--- config.mk ---
export PLATFORM = sky130hd
export DESIGN_NAME = sipo_deser
export DESIGN_NICKNAME = d
export VERILOG_FILES = /design/src/rtl/sipo_pkg.sv /design/src/rtl/sipo_out_reg.sv /design/src/rtl/sipo_deser.sv
export SDC_FILE = /design/constraint.sdc
export NUM_CORES = 1
export LEC_CHECK = 0
export CAP_MARGIN = 20
export CORE_MARGIN = 2
export CORE_UTILIZATION = 49
export DETAILED_ROUTE_END_ITERATION = 10
export PLACE_DENSITY = 0.89
export SLEW_MARGIN = 20
export SYNTH_ARGS = -nofsm -noshare
export SYNTH_HDL_FRONTEND = slang
export SYNTH_SLANG_ARGS = --single-unit
--- constraint.sdc ---
create_clock -name clk -period 2.6 [get_ports clk]
set_input_delay 0.65 -clock clk [delete_from_list [all_inputs] [get_ports clk]]
set_output_delay 0.65 -clock clk [all_outputs]
set_load 0.02 [all_outputs]
--- src/rtl/sipo_pkg.sv ---
`default_nettype none
// ============================================================================
// Module   : sipo_pkg
// Purpose  : Shared types and parameter derivations for the sipo_deser block.
// Revision : 1.0
// ============================================================================
package sipo_pkg;

    typedef enum logic [0:0] {
        OUT_EMPTY = 1'b0,
        OUT_FULL  = 1'b1
    } out_state_t;

    function automatic int beats_of(input int width, input int lanes);
        return width / lanes;
    endfunction

    // A single-beat word still needs a one-bit counter to keep ports legal.
    function automatic int cnt_width(input int beats);
        return (beats <= 1) ? 1 : $clog2(beats);
    endfunction

    function automatic bit params_legal(input int width, input int lanes);
        return (lanes == 1 || lanes == 2 || lanes == 4 || lanes == 8) &&
               (lanes <= width) && ((width % lanes) == 0);
    endfunction

endpackage
`default_nettype wire

--- src/rtl/sipo_out_reg.sv ---
`default_nettype none
// ============================================================================
// Module   : sipo_out_reg
// Purpose  : Valid/ready holding register for completed words, with sticky
//            overrun when a word arrives while the held one is not consumed.
// Revision : 1.0
// ============================================================================
module sipo_out_reg
    import sipo_pkg::*;
#(
    parameter int WIDTH = 8
) (
    input  logic             clk,
    input  logic             rst,
    input  logic             clr,
    input  logic             load,
    input  logic [WIDTH-1:0] data,
    input  logic             ready,
    output logic [WIDTH-1:0] dout,
    output logic             dout_valid,
    output logic             overrun
);

    out_state_t r_state;

    always_ff @(posedge clk or posedge rst) begin
        if (rst) begin
            r_state <= OUT_EMPTY;
            dout    <= '0;
            overrun <= 1'b0;
        end else begin
            case (r_state)
                OUT_EMPTY: begin
                    if (load) begin
                        dout    <= data;
                        r_state <= OUT_FULL;
                    end
                end
                OUT_FULL: begin
                    if (load) begin
                        // Consumed-and-reloaded keeps FULL; otherwise the new word is lost.
                        if (ready) dout    <= data;
                        else       overrun <= 1'b1;
                    end else if (ready) begin
                        r_state <= OUT_EMPTY;
                    end
                end
                default: r_state <= OUT_EMPTY;
            endcase
            if (clr) overrun <= 1'b0;
        end
    end

    assign dout_valid = (r_state == OUT_FULL);

endmodule
`default_nettype wire

--- src/rtl/sipo_deser.sv ---
`default_nettype none
// ============================================================================
// Module   : sipo_deser
// Purpose  : Parametrised serial-in/parallel-out deserializer with beat
//            framing and a valid/ready output holding register.
// Revision : 1.0
// ============================================================================
module sipo_deser
    import sipo_pkg::*;
#(
    parameter int WIDTH     = 8,
    parameter int LANES     = 1,
    parameter bit MSB_FIRST = 1'b1
) (
    input  logic             clk,
    input  logic             rst,
    input  logic             en,
    input  logic [LANES-1:0] din,
    input  logic             clr,
    output logic [WIDTH-1:0] q,
    output logic [WIDTH-1:0] dout,
    output logic             dout_valid,
    input  logic             dout_ready,
    output logic             overrun
);

    localparam int             BEATS     = beats_of(WIDTH, LANES);
    localparam int             CNT_W     = cnt_width(BEATS);
    localparam logic [CNT_W-1:0] LAST_BEAT = CNT_W'(BEATS - 1);

    if (!params_legal(WIDTH, LANES)) begin : g_param_check
        $error("sipo_deser: WIDTH must be a multiple of LANES, LANES in {1,2,4,8} and <= WIDTH");
    end

    logic [CNT_W-1:0] r_cnt;
    logic [WIDTH-1:0] w_q_next;
    logic             w_done;

    if (MSB_FIRST) begin : g_msb_first
        if (WIDTH == LANES) begin : g_single
            assign w_q_next = din;
        end else begin : g_shift
            assign w_q_next = {q[WIDTH-LANES-1:0], din};
        end
    end else begin : g_lsb_first
        // din[LANES-1] is earliest, so it must end up at the lowest index.
        logic [LANES-1:0] w_din_rev;
        always_comb begin
            w_din_rev = '0;
            for (int i = 0; i < LANES; i++) w_din_rev[i] = din[LANES-1-i];
        end
        if (WIDTH == LANES) begin : g_single
            assign w_q_next = w_din_rev;
        end else begin : g_shift
            assign w_q_next = {w_din_rev, q[WIDTH-1:LANES]};
        end
    end

    assign w_done = en && !clr && (r_cnt == LAST_BEAT);

    always_ff @(posedge clk or posedge rst) begin
        if (rst) begin
            q     <= '0;
            r_cnt <= '0;
        end else if (clr) begin
            q     <= '0;
            r_cnt <= '0;
        end else if (en) begin
            q     <= w_q_next;
            r_cnt <= (r_cnt == LAST_BEAT) ? '0 : r_cnt + CNT_W'(1);
        end
    end

    sipo_out_reg #(
        .WIDTH (WIDTH)
    ) u_out_reg (
        .clk        (clk),
        .rst        (rst),
        .clr        (clr),
        .load       (w_done),
        .data       (w_q_next),
        .ready      (dout_ready),
        .dout       (dout),
        .dout_valid (dout_valid),
        .overrun    (overrun)
    );

endmodule
`default_nettype wire

==> qor.log, run 1 <==
[clocking] Post-CTS Setup Inserts 0
[logic_synthesis] synthesized flop and latch total 21
[worst_setup_path] critical path peak fanout 4
[routing] number of design-rule violations left by the first detailed-router iteration 5
[power] switching fraction of total power 23.4%
[die] number of rows created at floorplan 15
[die] CORE AREA 1690 um^2
[worst_setup_path] required time worst endpoint 1.95 ns
[worst_setup_path] reg-to-reg setup timing slack 0.93 ns
[cells_and_area] commonest non-fill, non-tap cell in the layout clkdlybuf4s50_1
[clocking] master cell of the clock root buffer clkbuf_4
[cells_and_area] commonest non-fill, non-tap cells in the layout clkdlybuf4s50_1 (23), dfrtp_1 (21), nor2_1 (13)
[routing] Via density 5.42
[clocking] H-tree levels 1
[run_status] result of the run complete, no violations
[power] part of the power in registers 62.5%
[sta] Total Neg Setup Slack 0 ns
[worst_setup_path] CP Data Arrival Time 1.37 ns
[cells_and_area] number of fill cells in the layout 138
[min_path] Worst Hold Class reg2reg
[worst_setup_path] cell family with most CP delay buffers and inverters
[worst_setup_path] Startpoint Class flop
[routing] length of the first detailed-routing pass in iterations 4
[global_routing] number of antenna violations at the first check in global routing 0
[global_routing] global-route wire length before repair 2660 um
[logic_synthesis] synthesized instance count 64
[sta] f_max 496 MHz
[logic_synthesis] netlist area before placement 865 um^2
[routing] via count 580
[die] floorplan die width 46.0 um
[power] Int Power 411 uW
[sta] worst-case clock skew 0.0101 ns
[global_routing] global route total overflow 0
[clocking] number of buffers on the longest clock path 2
[cells_and_area] layout net count 99
[sta] Hold Violations, Final 0
[routing] DRC Markers 0
[sta] relative max-transition margin 48.4%
[routing] number of nets still failing antenna checks after routing 0
[logic_synthesis] distinct cell type count after synthesis 14
[clocking] # resized after CTS 0
[routing] DRT Wirelength 1620 um
[power] clock network fraction of total power 29.4%
[die] starting density of the core 51.2%
[sta] period utilisation layout 77.5%
[power] share of power burned in combinational logic 8.1%
[die] boundary pin count 24
[sta] worst-margin pin slew 0.773 ns
[global_routing] pin count of the biggest net entering global routing 22
[logic_synthesis] fraction of post-synthesis cell area in the top cell type by area 60.8%
[die] die area 2120 um^2
[logic_synthesis] net count after synthesis 72
[power] cell area power density 470 nW/um^2
[place] final weighted congestion in routability-driven placement 0.746
[global_routing] Global Route Usage Sum 18.6%
[clocking] Worst-Skew Late Latency 0.31 ns
[worst_setup_path] category of the critical setup timing path reg2out
[sta] shortest clock period the worst path allows after layout 2.02 ns
[clocking] cts hold-fix bufs 0
[sta] setup repair after global routing missed its margin false
[sta] Setup-failing EPs final 0
[cells_and_area] number of inserted diodes 0
[logic_synthesis] synth top area cells dfrtp_1 (61%), mux2i_1 (13%), mux2_2 (10%)
[power] maximum vdd ir drop 0.261 mV
[worst_setup_path] Critical Path, Cell by Cell clkdlybuf4s50_1
[logic_synthesis] Synth Warn # 0
[cells_and_area] signed area change from the synthesized netlist to the final layout 32.0%
[sta] number of max-slew violations in the final report 0
[clocking] clock-pin slew reported for the worst setup and hold paths after clock tree synthesis 0.10 ns
[logic_synthesis] library cell with the largest summed area after synthesis dfrtp_1
[sta] final worst-path setup slack 0.584 ns
[clocking] sinks on the clock net 21
[cells_and_area] fraction of final layout cells with drive strength greater than 1 17.8%
[power] cell leakage power 0.557 nW
[clocking] CTS tree done
[place] post-detail-place hpwl 1130 um
[logic_synthesis] Mapped Avg Cell Area 13.5 um^2
[global_routing] via count of the first global-routing pass 597
[clocking] number of buffers inserted during clock tree synthesis 3
[logic_synthesis] part of the Yosys area used for sequential elements 60.8%
[power] net switching power 125 uW
[worst_setup_path] delay contributed by the slowest stage of the critical path 0.63 ns
[flow_run] max-cap violations 0
[die] die outline height 46.0 um
[worst_setup_path] buffers plus inverters on the worst setup path 1
[routing] WL/cell 15.1 um
[place] Post-Place Setup Slack 0.497 ns
[worst_setup_path] crit path max-delay cell type clkdlybuf4s50_1
[place] number of port buffers 23
[worst_setup_path] Setup crit end kind output pin
[power by group through the flow]
stage               Clock, mW  Combinational, mW  Sequential [mW]
CTS                     0.157             0.0440            0.335
global placement            0             0.0424            0.341
global route            0.171             0.0479            0.336
finish                  0.158             0.0433            0.335
detailed placement          0             0.0436            0.341
floorplan                   0             0.0231            0.343
[logic make-up (layout without fill, tap and decap cells)]
logic type	count (synthesis)	after routing	synth area share [%]
and+or+nand+nor	16	16	9.26
muxes	19	19	23.2
buffers and inverters	4	30	2.31
AOI/OAI and AO/OA	2	2	1.59
DFF	21	21	60.8
adders and majority gates	2	2	2.89
[metrics by stage]
step                cells  area [um^2]  total power [mW]  hold slack [ns]  util, %
finish                107         1140             0.536            0.501     67.6
floorplan              64          865             0.366            0.490        -
global placement      103         1110             0.384            0.478     66.0
detailed placement    103         1110             0.385            0.484     66.0
global route          107         1140             0.555            0.550     67.6
CTS                   107         1140             0.536            0.508     67.6
[final cells by class]
class                           instances  area (um^2)  share of cell area (%)
Tap cell                               17         21.3                    1.86
Clock buffer                            4         26.3                    2.30
Multi-Input combinational cell         39          319                    28.0
Timing Repair Buffer                   25          245                    21.5
Sequential cell                        21          526                    46.1
Inverter                                1         3.75                   0.329
[final timing paths]
kind	startpoint	to	depth (start not counted)
max	q[4]	q[4]	1
min	u_out_reg.overrun	u_out_reg.overrun	2
max reg2reg	r_cnt[0]	u_out_reg.dout[2]	5
min reg2reg	u_out_reg.overrun	u_out_reg.overrun	2
max in group asynchronous	rst	q[4]	2
min in group asynchronous	rst	q[1]	2
[routing by layer]
metal	up-vias	part of all wire [%]	GRT usage, %
met5	-	0	0
met4	0	1.7	8.57
met3	3	5.9	5.16
met2	25	47	30.6
met1	284	45	22.5
li1	268	-	-
[sequential cells by signal (all words and copies together), names as in the netlist]
register and cells:
q 8, r_cnt 3, u_out_reg.dout 8, u_out_reg.dout_valid 1, u_out_reg.overrun 1
[worst min-delay path, stage by stage (launching register included)]
cell and delay (ns):
dfrtp_1 0.35, a31oi_1 0.04, nor2_1 0.07
[cells in the mapped netlist]
cell type and instances:
nand2_2 1, mux2_2 8, mux2i_1 11, a31oi_1 1
buf_4 1, o21bai_1 1, dfrtp_1 21, buf_2 1
ha_1 2, inv_1 1, nor2_1 13, nor2b_2 1
clkbuf_1 1, nor3_4 1
Note: power is estimated with default switching activity, not from simulation.
==> inputs of run 2 (changes only) <==
--- a/config.mk
+++ b/config.mk
@@ -7,9 +7,9 @@
 export LEC_CHECK = 0
 export CAP_MARGIN = 20
 export CORE_MARGIN = 2
-export CORE_UTILIZATION = 49
+export CORE_UTILIZATION = 41
 export DETAILED_ROUTE_END_ITERATION = 10
-export PLACE_DENSITY = 0.89
+export PLACE_DENSITY = 0.81
 export SLEW_MARGIN = 20
 export SYNTH_ARGS = -nofsm -noshare
 export SYNTH_HDL_FRONTEND = slang
==> constraint.sdc (replaced) <==
create_clock -name clk -period 1.7 [get_ports clk]
set_input_delay 0.425 -clock clk [delete_from_list [all_inputs] [get_ports clk]]
set_output_delay 0.425 -clock clk [all_outputs]
set_load 0.02 [all_outputs]
==> run 2 against run 1 <==
  * Utilization is 9.3 points lower
  * Final cell count increased by 12%
  * Clock skew decreased by 0.0086 ns
  * Final area increased by 1.1%
  * Flip-flop and latch count unchanged
  * Wire length grew 6.1%
  * Non-clock buffer count up 3
  * Worst hold slack got worse by 0.074 ns
  * First-iteration DRC count unchanged
  * Setup slack worse by 0.47 ns
  * Largest power group unchanged
==> qor.log, run 2 (same netlist as run 1, synthesis figures left out) <==
[worst_setup_path] cell family with most CP delay flip-flops
[worst_setup_path] Critical Path, Cell by Cell ha_1, ha_1, nand2_2, nor3_4, buf_4, mux2_2
[routing] via count 581 [+0.17%]
[flow_run] max-cap violations 0 [unchanged]
[routing] WL/cell 14.3 um [-5.4%]
[cells_and_area] number of fill cells in the layout 195 [+41%]
[place] placed cell count 116 [+13%]
[sta] Setup-failing EPs final 0 [unchanged]
[routing] Via density 4.84 [-11%]
[clocking] Post-CTS Setup Inserts 0 [unchanged]
[cells_and_area] layout net count 102 [+3.0%]
[sta] number of max-slew violations in the final report 0 [unchanged]
[global_routing] Global Route Usage Sum 16.5% [-2.1 points]
[place] post-detail-place hpwl 1270 um [+13%]
[power] maximum vdd ir drop 0.514 mV [+97%]
[cells_and_area] fraction of final layout cells with drive strength greater than 1 20.4% [+2.7 points]
[global_routing] global route total overflow 0 [unchanged]
[sta] worst-case clock skew 0.00155 ns [-0.00856 ns]
[sta] relative max-transition margin 83.1% [+35 points]
[cells_and_area] number of inserted diodes 0 [unchanged]
[clocking] sinks on the clock net 21 [unchanged]
[power] share of power burned in combinational logic 8.0% [about the same]
[worst_setup_path] crit path max-delay cell type dfrtp_1
[worst_setup_path] critical register-to-register path startpoint r_cnt[0]
[clocking] Worst-Skew Late Latency 0.31 ns [about the same]
[worst_setup_path] buffers plus inverters on the worst setup path 1 [unchanged]
[cells_and_area] final design instance area without fill 1150 um^2 [+1.1%]
[worst_setup_path] critical path peak fanout 4 [unchanged]
[clocking] master cell of the clock root buffer clkbuf_4
[global_routing] global-route wire length before repair 2950 um [+11%]
[place] Placement Cell Area 1150 um^2 [+3.1%]
[routing] DRT Wirelength 1720 um [+6.1%]
[die] starting density of the core 43.6% [-7.6 points]
[global_routing] number of antenna violations at the first check in global routing 0 [unchanged]
[sta] period utilisation layout 93.4%
[sta] worst-margin pin slew 0.253 ns [-0.520 ns]
[clocking] H-tree levels 1 [unchanged]
[run_status] result of the run complete, no violations
[routing] DRC Markers 0 [unchanged]
[worst_setup_path] Setup crit end kind flop
[worst_setup_path] Most Frequent Cell on Critical Path ha_1
[power] cell area power density 710 nW/um^2 [+51%]
[die] CORE AREA 1980 um^2 [+17%]
[power] clock network fraction of total power 29.4% [about the same]
[clocking] cts hold-fix bufs 0 [unchanged]
[power] cell leakage power 0.658 nW [+18%]
[sta] setup repair after global routing missed its margin false
[sta] shortest clock period the worst path allows after layout 1.59 ns
[worst_setup_path] required time worst endpoint 1.90 ns [-0.05 ns]
[die] boundary pin count 24 [unchanged]
[sta] final worst-path setup slack 0.112 ns [-0.472 ns]
[clocking] number of buffers on the longest clock path 2 [unchanged]
[min_path] Worst Hold Class in2async
[clocking] CTS tree done
[cells_and_area] commonest non-fill, non-tap cells in the layout dfrtp_1 (21), dlygate4sd2_1 (18), nor2_1 (13)
[place] number of port buffers 23 [unchanged]
[die] die area 2490 um^2 [+18%]
[place] Post-Place Setup Slack -0.0652 ns [-0.562 ns]
[cells_and_area] commonest non-fill, non-tap cell in the layout dfrtp_1
[clocking] number of buffers inserted during clock tree synthesis 3 [unchanged]
[routing] length of the first detailed-routing pass in iterations 2 [-2]
[worst_setup_path] R2R depth 6 [+1]
[cells_and_area] non-filler cells, final 120 [+12%]
[worst_setup_path] FF-to-FF End u_out_reg.dout[5]
[worst_setup_path] Startpoint Class flop
[die] die outline height 49.9 um [+8.5%]
[cells_and_area] signed area change from the synthesized netlist to the final layout 33.4%
[routing] number of design-rule violations left by the first detailed-router iteration 5 [unchanged]
[sta] Hold Violations, Final 0 [unchanged]
[power] switching fraction of total power 23.3% [-0.069 points]
[die] number of rows created at floorplan 16 [+1]
[worst_setup_path] delay contributed by the slowest stage of the critical path 0.39 ns [-0.24 ns]
[die] floorplan die width 49.9 um [+8.5%]
[global_routing] pin count of the biggest net entering global routing 22 [unchanged]
[clocking] clock-pin slew reported for the worst setup and hold paths after clock tree synthesis 0.11 ns [about the same]
[worst_setup_path] CP Data Arrival Time 1.79 ns [+0.42 ns]
[worst_setup_path] reg-to-reg setup timing slack 0.11 ns [-0.82 ns]
[place] final weighted congestion in routability-driven placement 0.731 [-2.0%]
[power] part of the power in registers 62.6% [about the same]
[routing] number of nets still failing antenna checks after routing 0 [unchanged]
[cells_and_area] core utilization of the finished layout 58.2% [-9.3 points]
[worst_setup_path] category of the critical setup timing path reg2reg
[power] net switching power 191 uW [+52%]
[global_routing] via count of the first global-routing pass 636 [+6.5%]
[cells_and_area] largest registers q x8, u_out_reg.dout x8, r_cnt x3
[sta] f_max 630 MHz
[power] Int Power 628 uW [+53%]
-- run 2: changes by cell type in the layout (fill, tap and decap cells not counted), sizes merged --
cell	delta
clkdlybuf4s50	-18
dlygate4sd2	+18
buf	+3
-- run 2: area by class of cell --
cell class,instances,area [um^2],share of cell area [%]
Sequential cell,21,526,45.6
Multi-Input combinational cell,39,319,27.7
Timing Repair Buffer,28,245,21.3
Tap cell,27,33.8,2.93
Clock buffer,4,26.3,2.28
Inverter,1,3.75,0.325
-- run 2: how the worst max path moves through the flow --
stage,end,startpoint,cells after the start
6_report,u_out_reg.dout[5],r_cnt[0],6
5_1_grt,u_out_reg.dout[2],r_cnt[0],6
2_1_floorplan,u_out_reg.dout[0],r_cnt[0],5
3_5_place_dp,u_out_reg.dout[2],en,5
3_3_place_gp,u_out_reg.dout[0],dout_ready,5
4_1_cts,u_out_reg.dout[5],r_cnt[0],6
-- run 2: routing by layer --
metal / share of wire [%] / routed length [um] / vias up / global-route usage (%)
met1: 42 / 729 / 287 / 18.7
met5: 0 / 0 / - / 0
li1: - / - / 275 / -
met3: 4.5 / 77 / 2 / 5.76
met4: 0.47 / 8 / 0 / 5.56
met2: 52 / 901 / 17 / 28.7
-- run 2: metrics by stage --
stage	setup TNS (ns)	total power [mW]	hold WS (ns)
6_report	0	0.819	0.427
5_1_grt	0	0.854	0.443
2_1_floorplan	0	0.560	0.402
3_5_place_dp	-0.440	0.591	0.497
4_1_cts	0	0.827	0.435
3_3_place_gp	-0.231	0.590	0.475
-- run 2: power groups by stage --
stage | clock [mW] | combinational [mW] | sequential [mW]
floorplan | 0 | 0.0353 | 0.524
global placement | 0 | 0.0677 | 0.522
detailed placement | 0 | 0.0690 | 0.522
CTS | 0.248 | 0.0670 | 0.512
global route | 0.268 | 0.0732 | 0.513
finish | 0.241 | 0.0657 | 0.512
-- run 2: worst min-delay path, delay by kind of cell --
| family | cells | cell delay, ns |
|---|---|---|
| buffers and inverters | 3 | 0.71 |
-- run 2: repair_timing --
action | 4_1_cts | 5_1_grt
resized for setup | 18 | 0
hold endpoints to repair | 0 | 0
setup endpoints to repair | 18 | 0
==> inputs of run 3 (changes only) <==
--- a/config.mk
+++ b/config.mk
@@ -6,7 +6,7 @@
 export NUM_CORES = 1
 export LEC_CHECK = 0
 export CAP_MARGIN = 20
-export CORE_MARGIN = 2
+export CORE_MARGIN = 1.5
 export CORE_UTILIZATION = 41
 export DETAILED_ROUTE_END_ITERATION = 10
 export PLACE_DENSITY = 0.81
==> run 3 against run 2 <==
  * Via count down 0.17%
  * Register-to-register slack about the same
  * Utilization up 0.38 points
  * Largest power group unchanged
  * Highest routed layer unchanged
==> qor.log, run 3 (same netlist as run 1, synthesis figures left out) <==
[global_routing] number of antenna violations at the first check in global routing 0 [unchanged]
[clocking] Post-CTS Setup Inserts 0 [unchanged]
[sta] period utilisation layout 92.8% [-0.61 points]
[place] final weighted congestion in routability-driven placement 0.771 [+5.5%]
[sta] worst-case clock skew 0.00257 ns [+0.00102 ns]
[routing] length of the first detailed-routing pass in iterations 3 [+1]
[sta] Setup-failing EPs final 0 [unchanged]
[die] starting density of the core 43.6% [unchanged]
[clocking] clock-pin slew reported for the worst setup and hold paths after clock tree synthesis 0.11 ns [about the same]
[sta] setup repair after global routing missed its margin false
[flow_run] max-cap violations 0 [unchanged]
[routing] number of design-rule violations left by the first detailed-router iteration 6 [+1]
[routing] number of nets still failing antenna checks after routing 0 [unchanged]
[die] CORE AREA 1980 um^2 [unchanged]
[global_routing] Global Route Usage Sum 15.2% [-1.3 points]
[clocking] H-tree levels 1 [unchanged]
[routing] DRT Wirelength 1620 um [-5.8%]
[routing] Via density 4.83 [-0.17%]
[die] die area 2390 um^2 [-4.0%]
[place] number of port buffers 23 [unchanged]
[worst_setup_path] CP Data Arrival Time 1.77 ns [-0.02 ns]
[cells_and_area] commonest non-fill, non-tap cell in the layout dfrtp_1
[sta] worst-margin pin slew 0.262 ns [+0.00851 ns]
[clocking] master cell of the clock root buffer clkbuf_4
[clocking] CTS tree done
[worst_setup_path] Setup crit end kind flop
[worst_setup_path] category of the critical setup timing path reg2reg
[power] power after layout 813 uW [-0.71%]
[place] Placement Cell Area 1150 um^2 [unchanged]
[min_path] Worst Hold Class in2async
[cells_and_area] largest registers q x8, u_out_reg.dout x8, r_cnt x3
[clocking] sinks on the clock net 21 [unchanged]
[cells_and_area] fraction of final layout cells with drive strength greater than 1 20.4% [unchanged]
[worst_setup_path] R2R depth 6 [unchanged]
[sta] shortest clock period the worst path allows after layout 1.58 ns [-0.0103 ns]
[clocking] number of buffers inserted during clock tree synthesis 3 [unchanged]
[worst_setup_path] required time worst endpoint 1.90 ns [about the same]
[place] post-detail-place hpwl 1170 um [-8.0%]
[worst_setup_path] critical path peak fanout 4 [unchanged]
[routing] DRC Markers 0 [unchanged]
[global_routing] pin count of the biggest net entering global routing 22 [unchanged]
[cells_and_area] layout net count 102 [unchanged]
[sta] relative max-transition margin 82.6% [-0.57 points]
[sta] Hold Violations, Final 0 [unchanged]
[die] boundary pin count 24 [unchanged]
[worst_setup_path] Startpoint Class flop
[sta] f_max 634 MHz [+0.66%]
[routing] via count 580 [-0.17%]
[cells_and_area] number of inserted diodes 0 [unchanged]
[cells_and_area] final design instance area without fill 1160 um^2 [+0.65%]
[power] cell leakage power 0.686 nW [+4.2%]
[clocking] cts hold-fix bufs 0 [unchanged]
[cells_and_area] core utilization of the finished layout 58.6% [+0.38 points]
[die] die outline height 48.9 um [-2.0%]
[power] maximum vdd ir drop 0.492 mV [-4.3%]
[die] number of rows created at floorplan 16 [unchanged]
[run_status] result of the run complete, no violations
[sta] number of max-slew violations in the final report 0 [unchanged]
[global_routing] via count of the first global-routing pass 632 [-0.63%]
[routing] WL/cell 13.5 um [-5.8%]
[clocking] number of buffers on the longest clock path 2 [unchanged]
[clocking] Worst-Skew Late Latency 0.30 ns [about the same]
[die] floorplan die width 48.9 um [-2.0%]
[cells_and_area] signed area change from the synthesized netlist to the final layout 34.3%
[cells_and_area] commonest non-fill, non-tap cells in the layout dfrtp_1 (21), dlygate4sd2_1 (16), nor2_1 (13)
[global_routing] global-route wire length before repair 2770 um [-6.1%]
[power] cell area power density 700 nW/um^2 [-1.4%]
[global_routing] global route total overflow 0 [unchanged]
run 3: changes by cell type in the layout (fill, tap and decap cells not counted), sizes merged:
cell / delta
dlygate4sd2: -2
dlymetal6s2s: +2
run 3: stage by stage:
stage	hold WS [ns]	instances	setup slack [ns]	setup TNS, ns
after global routing	0.478	120	0.0207	0
after CTS	0.443	120	0.00307	0
final	0.438	120	0.123	0
after global placement	0.475	116	-0.0429	-0.240
after floorplan	0.402	64	0.209	0
after detailed placement	0.485	116	-0.0961	-0.632
run 3: what timing repair did:
item / in CTS / in global routing
gates resized for setup: 16 / 2
endpoints found under the setup margin: 16 / 2
gates cloned: 0 / 0
run 3: worst paths after layout:
kind | start | to | slack (ns)
worst max register to register | r_cnt[0] | u_out_reg.dout[2] | 0.12
worst max-delay path | r_cnt[0] | u_out_reg.dout[2] | 0.12
worst min-delay path | rst | r_cnt[1] | 0.44
min in group clk | u_out_reg.overrun | u_out_reg.overrun | 0.51
worst min register to register | u_out_reg.overrun | u_out_reg.overrun | 0.51
max in group asynchronous | rst | q[2] | 1.06
run 3: layer usage:
layer  vias to the layer above  GRT usage (%)  wire [um]
met5                         -              0          0
met1                       290           16.6        688
met2                        14           27.4        829
met4                         0           10.0         32
li1                        272              -          -
met3                         4           2.15         66
run 3: layout make-up:
type / count / area, um^2
Fill cell: 177 / 821
Multi-Input combinational cell: 39 / 319
Clock buffer: 4 / 26.3
Sequential cell: 21 / 526
Timing Repair Buffer: 28 / 253
Tap cell: 27 / 33.8
Inverter: 1 / 3.75
run 3: critical path, cell delays in order, from the launching register on:
cell	delay, ns
dfrtp_1	0.39
ha_1	0.16
ha_1	0.21
nand2_2	0.09
nor3_4	0.13
buf_4	0.17
mux2_2	0.33
run 3: where the power goes:
group / switching [mW] / total [mW] / internal, mW
combinational: 0.0356 / 0.0654 / 0.0299
sequential: 0.00591 / 0.512 / 0.506
clock: 0.144 / 0.235 / 0.0914
